**src/rtl/rambuf_upif_arb_if.sv**
```systemverilog
// CPU access port of the RAM buffer: enable, single-cycle write/read strobes,
// address, write data, read data and ready.
//   master : arbiter side, drives upen/upws/uprs/upa/updi, samples updo/uprdy
//   slave  : buffer side, the reverse
interface rambuf_upif_arb_if #(
  parameter int ADDRBIT = 5,
  parameter int WIDTH   = 32
);
  logic               upen;
  logic               upws;
  logic               uprs;
  logic [ADDRBIT-1:0] upa;
  logic [WIDTH-1:0]   updi;
  logic [WIDTH-1:0]   updo;
  logic               uprdy;

  modport master (output upen, upws, uprs, upa, updi, input updo, uprdy);
  modport slave  (input upen, upws, uprs, upa, updi, output updo, uprdy);
endinterface

```
**src/rtl/rambuf_upif_arb.sv**
```systemverilog
// Four-requester round-robin arbiter/sequencer for the RAM buffer CPU port.
// One access at a time: grant, single-cycle strobe with upen held, wait for
// uprdy (or timeout), then a one-cycle ack/err back to the winner.
// Ports:
//   clk, rst          clock, synchronous active-high reset
//   req_en_i/wr_i     per-requester request level and direction (1=write)
//   req_a_i/req_di_i  packed per-requester address / write data
//   req_ack_o/err_o   one-cycle completion pulse / timeout flag
//   req_do_o          read data, valid with req_ack_o
//   busy_o, gnt_id_o  not-idle flag, current/last granted requester
//   up                buffer CPU port (master side)
//
// state     | meaning
// IDLE      | upen low, pick next requester round-robin from ptr
// ISSUE     | upen high, one-cycle upws/uprs strobe
// WAIT      | upen high, wait for uprdy or TOUT cycles
// RELEASE   | upen low, ack/err to winner, advance pointer
module rambuf_upif_arb #(
  parameter int ADDRBIT = 5,
  parameter int WIDTH   = 32,
  parameter int TOUT    = 255
) (
  input  logic                 clk,
  input  logic                 rst,
  input  logic [3:0]           req_en_i,
  input  logic [3:0]           req_wr_i,
  input  logic [4*ADDRBIT-1:0] req_a_i,
  input  logic [4*WIDTH-1:0]   req_di_i,
  output logic [3:0]           req_ack_o,
  output logic [3:0]           req_err_o,
  output logic [WIDTH-1:0]     req_do_o,
  output logic                 busy_o,
  output logic [1:0]           gnt_id_o,
  rambuf_upif_arb_if.master    up
);

  typedef enum logic [1:0] {S_IDLE, S_ISSUE, S_WAIT, S_RELEASE} state_t;

  // WAIT cycles run with cnt_q = 0 .. TOUT-1, so the last one times out.
  localparam logic [7:0] TOUT_M1 = 8'(TOUT - 1);

  state_t             state_q, state_d;
  logic [1:0]         ptr_q, ptr_d;
  logic [7:0]         cnt_q, cnt_d;
  logic [1:0]         gnt_q, gnt_d;
  logic               wr_q, wr_d;
  logic [ADDRBIT-1:0] upa_q, upa_d;
  logic [WIDTH-1:0]   updi_q, updi_d;
  logic               upen_q, upen_d;
  logic               upws_q, upws_d;
  logic               uprs_q, uprs_d;
  logic [3:0]         ack_q, ack_d;
  logic [3:0]         err_q, err_d;
  logic [WIDTH-1:0]   do_q, do_d;
  logic               busy_q, busy_d;

  logic [1:0]         win;
  logic [1:0]         idx;
  logic               found;
  logic [3:0]         gnt_dec;

  assign gnt_dec = 4'b0001 << gnt_q;

  // First requesting index at or above the pointer, wrapping mod 4.
  always_comb begin
    win   = ptr_q;
    idx   = '0;
    found = 1'b0;
    for (int k = 0; k < 4; k++) begin
      idx = ptr_q + 2'(k);
      if (!found && req_en_i[idx]) begin
        win   = idx;
        found = 1'b1;
      end
    end
  end

  // Outputs are registered, so each *_d is the value for the state being entered.
  always_comb begin
    state_d = state_q;
    ptr_d   = ptr_q;
    cnt_d   = cnt_q;
    gnt_d   = gnt_q;
    wr_d    = wr_q;
    upa_d   = upa_q;
    updi_d  = updi_q;
    upen_d  = 1'b0;
    upws_d  = 1'b0;
    uprs_d  = 1'b0;
    ack_d   = '0;
    err_d   = '0;
    do_d    = '0;
    case (state_q)
      S_IDLE: begin
        if (|req_en_i) begin
          state_d = S_ISSUE;
          gnt_d   = win;
          wr_d    = req_wr_i[win];
          upa_d   = req_a_i[int'(win)*ADDRBIT +: ADDRBIT];
          updi_d  = req_di_i[int'(win)*WIDTH +: WIDTH];
          upen_d  = 1'b1;
          upws_d  = req_wr_i[win];
          uprs_d  = ~req_wr_i[win];
        end
      end
      S_ISSUE: begin
        // Strobe drops here: a held strobe would re-trigger the buffer.
        state_d = S_WAIT;
        cnt_d   = '0;
        upen_d  = 1'b1;
      end
      S_WAIT: begin
        cnt_d  = cnt_q + 8'd1;
        upen_d = 1'b1;
        if (up.uprdy) begin
          // Ready on the final count still counts as success.
          state_d = S_RELEASE;
          upen_d  = 1'b0;
          ack_d   = gnt_dec;
          do_d    = wr_q ? '0 : up.updo;
        end else if (cnt_q == TOUT_M1) begin
          state_d = S_RELEASE;
          upen_d  = 1'b0;
          ack_d   = gnt_dec;
          err_d   = gnt_dec;
        end
      end
      S_RELEASE: begin
        state_d = S_IDLE;
        ptr_d   = gnt_q + 2'd1;
      end
      default: state_d = S_IDLE;
    endcase
    busy_d = (state_d != S_IDLE);
  end

  always_ff @(posedge clk) begin
    if (rst) begin
      state_q <= S_IDLE;
      ptr_q   <= '0;
      cnt_q   <= '0;
      gnt_q   <= '0;
      wr_q    <= 1'b0;
      upa_q   <= '0;
      updi_q  <= '0;
      upen_q  <= 1'b0;
      upws_q  <= 1'b0;
      uprs_q  <= 1'b0;
      ack_q   <= '0;
      err_q   <= '0;
      do_q    <= '0;
      busy_q  <= 1'b0;
    end else begin
      state_q <= state_d;
      ptr_q   <= ptr_d;
      cnt_q   <= cnt_d;
      gnt_q   <= gnt_d;
      wr_q    <= wr_d;
      upa_q   <= upa_d;
      updi_q  <= updi_d;
      upen_q  <= upen_d;
      upws_q  <= upws_d;
      uprs_q  <= uprs_d;
      ack_q   <= ack_d;
      err_q   <= err_d;
      do_q    <= do_d;
      busy_q  <= busy_d;
    end
  end

  assign req_ack_o = ack_q;
  assign req_err_o = err_q;
  assign req_do_o  = do_q;
  assign busy_o    = busy_q;
  assign gnt_id_o  = gnt_q;
  assign up.upen   = upen_q;
  assign up.upws   = upws_q;
  assign up.uprs   = uprs_q;
  assign up.upa    = upa_q;
  assign up.updi   = updi_q;

endmodule

```
**src/flat_wrapper.sv**
```systemverilog
// flat-port wrapper written by rule: the top's interface ports become plain ports
module rambuf_upif_arb_flat 
#(
  parameter int ADDRBIT = 5,
  parameter int WIDTH   = 32,
  parameter int TOUT    = 255
)
  (clk, rst, req_en_i, req_wr_i, req_a_i, req_di_i, req_ack_o, req_err_o, req_do_o, busy_o, gnt_id_o, up_upen, up_upws, up_uprs, up_upa, up_updi, up_updo, up_uprdy);
  rambuf_upif_arb_if #(.ADDRBIT(ADDRBIT), .WIDTH(WIDTH)) up_i ();
  input  logic clk;
  input  logic rst;
  input  logic [3:0] req_en_i;
  input  logic [3:0] req_wr_i;
  input  logic [4*ADDRBIT-1:0] req_a_i;
  input  logic [4*WIDTH-1:0] req_di_i;
  output logic [3:0] req_ack_o;
  output logic [3:0] req_err_o;
  output logic [WIDTH-1:0] req_do_o;
  output logic busy_o;
  output logic [1:0] gnt_id_o;
  output wire logic [$bits(up_i.upen)-1:0] up_upen;
  output wire logic [$bits(up_i.upws)-1:0] up_upws;
  output wire logic [$bits(up_i.uprs)-1:0] up_uprs;
  output wire logic [$bits(up_i.upa)-1:0] up_upa;
  output wire logic [$bits(up_i.updi)-1:0] up_updi;
  input wire logic [$bits(up_i.updo)-1:0] up_updo;
  input wire logic [$bits(up_i.uprdy)-1:0] up_uprdy;
  assign up_upen = up_i.upen;
  assign up_upws = up_i.upws;
  assign up_uprs = up_i.uprs;
  assign up_upa = up_i.upa;
  assign up_updi = up_i.updi;
  assign up_i.updo = up_updo;
  assign up_i.uprdy = up_uprdy;
  rambuf_upif_arb #(.ADDRBIT(ADDRBIT), .WIDTH(WIDTH), .TOUT(TOUT)) u_core (.clk(clk), .rst(rst), .req_en_i(req_en_i), .req_wr_i(req_wr_i), .req_a_i(req_a_i), .req_di_i(req_di_i), .req_ack_o(req_ack_o), .req_err_o(req_err_o), .req_do_o(req_do_o), .busy_o(busy_o), .gnt_id_o(gnt_id_o), .up(up_i));
endmodule
```
**config.mk**
```make
export PLATFORM = sky130hd
export DESIGN_NAME = rambuf_upif_arb_flat
export DESIGN_NICKNAME = d
export VERILOG_FILES = /design/src/rtl/rambuf_upif_arb_if.sv /design/src/rtl/rambuf_upif_arb.sv /design/src/flat_wrapper.sv
export SDC_FILE = /design/constraint.sdc
export NUM_CORES = 1
export LEC_CHECK = 0
export CELL_PAD_IN_SITES_DETAIL_PLACEMENT = 0
export CELL_PAD_IN_SITES_GLOBAL_PLACEMENT = 1
export CORE_MARGIN = 10
export CORE_UTILIZATION = 27
export DETAILED_ROUTE_END_ITERATION = 10
export PLACE_DENSITY_LB_ADDON = 0.1
export SKIP_LAST_GASP = 1
export SYNTH_ARGS = -nofsm -noshare
export SYNTH_HDL_FRONTEND = slang
export SYNTH_SLANG_ARGS = --single-unit
```
**constraint.sdc**
```tcl
create_clock -name clk -period 2.4 [get_ports clk]
set_input_delay 0.24 -clock clk [delete_from_list [all_inputs] [get_ports clk]]
set_output_delay 0.24 -clock clk [all_outputs]
set_load 0.02 [all_outputs]
```
==> reports/metrics.cfg <==
[synth]
syn-cell-area_um2 = 4364
post_synth_most_frequent_cells = dfxtp_1, mux2i_1, and2_1, nand2_1, nor2_1
synth.yosys.seq_area_share_pct = 44.04
post_synth_edffs = 0
postSynthCellCount = 400
synth_top_area_share_pct = 44.04
synth.largest_area_cell = dfxtp_1
synth_most_common_cell = dfxtp_1
synthArstFlopShare_pct = 0
ys_ff_latch = 96
netlist_top_cells_area = dfxtp_1, mux2i_1, o221ai_2
yosys.cell_types.count = 38
synth.yosys.warnings = 0
post_synth.cell_area_avg_um2 = 10.91
yosys_most_used_dff = dfxtp_1
synth.net_count = 602

[power]
power_density_nw_per_um2 = 788.0
static-leakage-power_nw = 2.834
vdd.ir_drop.worst_v = 0.0003319

[critical_path]
timing.critical_path.from = req_en_i[0]
path_cells = clkdlybuf4s50_1 > nor3b_2 > o41ai_4 > buf_4 > buf_12 > mux2i_1 > o221ai_1
maximum_fanout_along_the_worst_path = 15
worst-r2r-setup-slack_ps = 430
crit-reg2reg-launch = u_core.ptr_q[0]
worst_setup_path_start_kind = input port
critical_path.reg2reg.endpoint = u_core.up.updi[4]
setup.worst_path.end_class = register
cp.required_ps = 2620
worst_path_largest_cell_delay_ps = 500
setup.worst_path.class = in2reg
path_delay_family = buffers and inverters
slowest_stage = clkdlybuf4s50_1
crit_buf_inv = 3
r2r.worst_path.cells = 6
cp.arrival_ps = 2240

[clock_tree]
post_cts_resized = 0
cts_tree = built
clockRootBuffer = clkbuf_16
cts.sink_count = 96
cts_max_level = 3
worst_skew_pair.late_latency_ps = 340
clk_pin_slew_ps = 60
postCtsSetupBuffers = 0
clock_tree.buffer_depth = 2
tritoncts.num_buffers = 9
post_cts_hold_buffer_count = 0

[sta]
timing.final.crit_share_pct = 84.05
skew_ps = 3.891
timing_worst_slew_pin_value_ps = 486.4
setup_viol = 0
timing.final.hold_violations = 0
timing.final.crit_period_ps = 2017
fmax_mhz = 495.7
final_max_slew_viol_count = 0
hold-worst-slack_ps = 448.2
setup_tns_ps = 0
rsz0062_at_grt = false
tightest_slew_margin_relative_to_the_limit_pct = 67.50

[cells_and_area]
syn_to_final_growth_pct = 76.09
drive_above_1_share_pct = 9.170
design.final.nets = 884
antenna-diode-count = 0
final_core_occ_pct = 48.38
layout.cells.non_filler = 903
final_cell_area_um2 = 7685
fillCellCount = 1501

[placement]
post-dp-hpwl_um = 14690
buffer_ports.inserted = 273
cells_after_dpl = 887
place.gp.congestion = 0.7639
placed_area_um2 = 7418

[drt]
wire_per_inst_um = 19.57
pre_repair_dr_iteration_count = 4
finalWirelength_um = 17670
drt_iter0_markers = 80
vias = 4075
drt_drc_violations_left = 0
viasPerCell = 4.513
routed_antenna_nets = 0

[global_routing]
initial_antenna_violation_count = 0
overflow_after_grt = 0
grt_start_max_net_pins = 33
grtUsageTotal_pct = 15.83
grt_pass1_wl_um = 26680
grt_pass1_vias = 4283

[run_status]
status = finished clean

[hold_path]
hold-path-cell-count = 2
hp-class = in2reg
hold-path-endpoint = u_core.req_do_o[0]
hold_path_startpoint = up_updo[0]

[floorplan]
core_area_um2 = 15890
floorplan.initialDensity_pct = 27.47
chipWidth_um = 147.1
num_io_pins = 274
area_of_the_die_um2 = 21650
num_rows = 46
fp.dieH_um = 147.1

[run]
max_cap_viol_count = 0

==> worst max path at each step <==
stage | endpoint | cells after the start
CTS | u_core.up.updi[4] | 7
global placement | u_core.up.updi[13] | 7
floorplan | u_core.up.updi[22] | 6
global route | u_core.up.updi[4] | 7
detailed placement | u_core.up.updi[4] | 7
finish | u_core.up.updi[4] | 7
==> cell type report <==
cell class,instances,area [µm²],share of cell area (%)
clock inverter,5,33.78,0.4396
inverter,7,26.28,0.3419
clock buffer,11,232.7,3.028
timing repair buffer,294,2990,38.91
multi-input combinational,274,2210,28.75
tap,216,270.3,3.517
sequential,96,1922,25.01
==> cells in the final DEF, fill, tap and decap left out, types with 5 or more instances in the layout <==
| master | instances |
|---|---|
| clkdlybuf4s50_1 | 273 |
| mux2i_1 | 75 |
| buf_12 | 8 |
| clkbuf_16 | 9 |
| and2_1 | 42 |
| a21oi_1 | 5 |
| nand2_1 | 41 |
| xor2_1 | 5 |
| o221ai_1 | 20 |
| ha_1 | 11 |
| nor2_1 | 22 |
| inv_1 | 7 |
| buf_4 | 13 |
| o221ai_2 | 18 |
| dfxtp_1 | 96 |
==> registers in the layout, summed over array words and instances (netlist names) <==
register,flops
u_core.req_ack_o,4
u_core.cnt_q,8
u_core.up.updi,32
u_core.state_q,2
u_core.gnt_id_o,2
u_core.up.upen,1
u_core.up.uprs,1
u_core.req_do_o,32
u_core.up.upa,5
u_core.req_err_o,4
u_core.ptr_q,2
u_core.up.upws,1
u_core.busy_o,1
u_core.wr_q,1
==> metal layers <==
metal  share of wire (%)  wire, µm  track usage [%]  up-vias
met3                  10      1810            7.033       14
met1                  40      7147            17.72     1872
li1                    -         -                -     1994
met5                   0         0                0        -
met2                  48      8455            26.26      195
met4                 1.5       261            5.302        0
==> power by group <==
part / total, mW / internal (mW) / switching (mW) / leakage [nW]
Clock: 1.32 / 0.701 / 0.614 / 0.126
Sequential: 2.11 / 1.93 / 0.185 / 0.784
Combinational: 2.63 / 1.32 / 1.30 / 1.92
==> per-stage QoR <==
stage / power (mW) / setup slack [ps]
after CTS: 6.177 / 370.4
after detailed placement: 4.822 / -4.639
after global routing: 6.422 / 259.5
after global placement: 4.785 / 77.71
final: 6.055 / 382.8
after floorplan: 3.463 / 713.3
==> cell families after synthesis <==
family / count (synthesis) / synth area share, %
and+or+nand+nor: 126 / 14.62
DFF: 96 / 44.04
muxes: 77 / 17.98
AOI/OAI and AO/OA: 54 / 13.33
buffers and inverters: 30 / 5.677
adders and majority gates: 11 / 3.154
xor gates and xnor gates: 6 / 1.204
(Power assumes the default switching activity.)
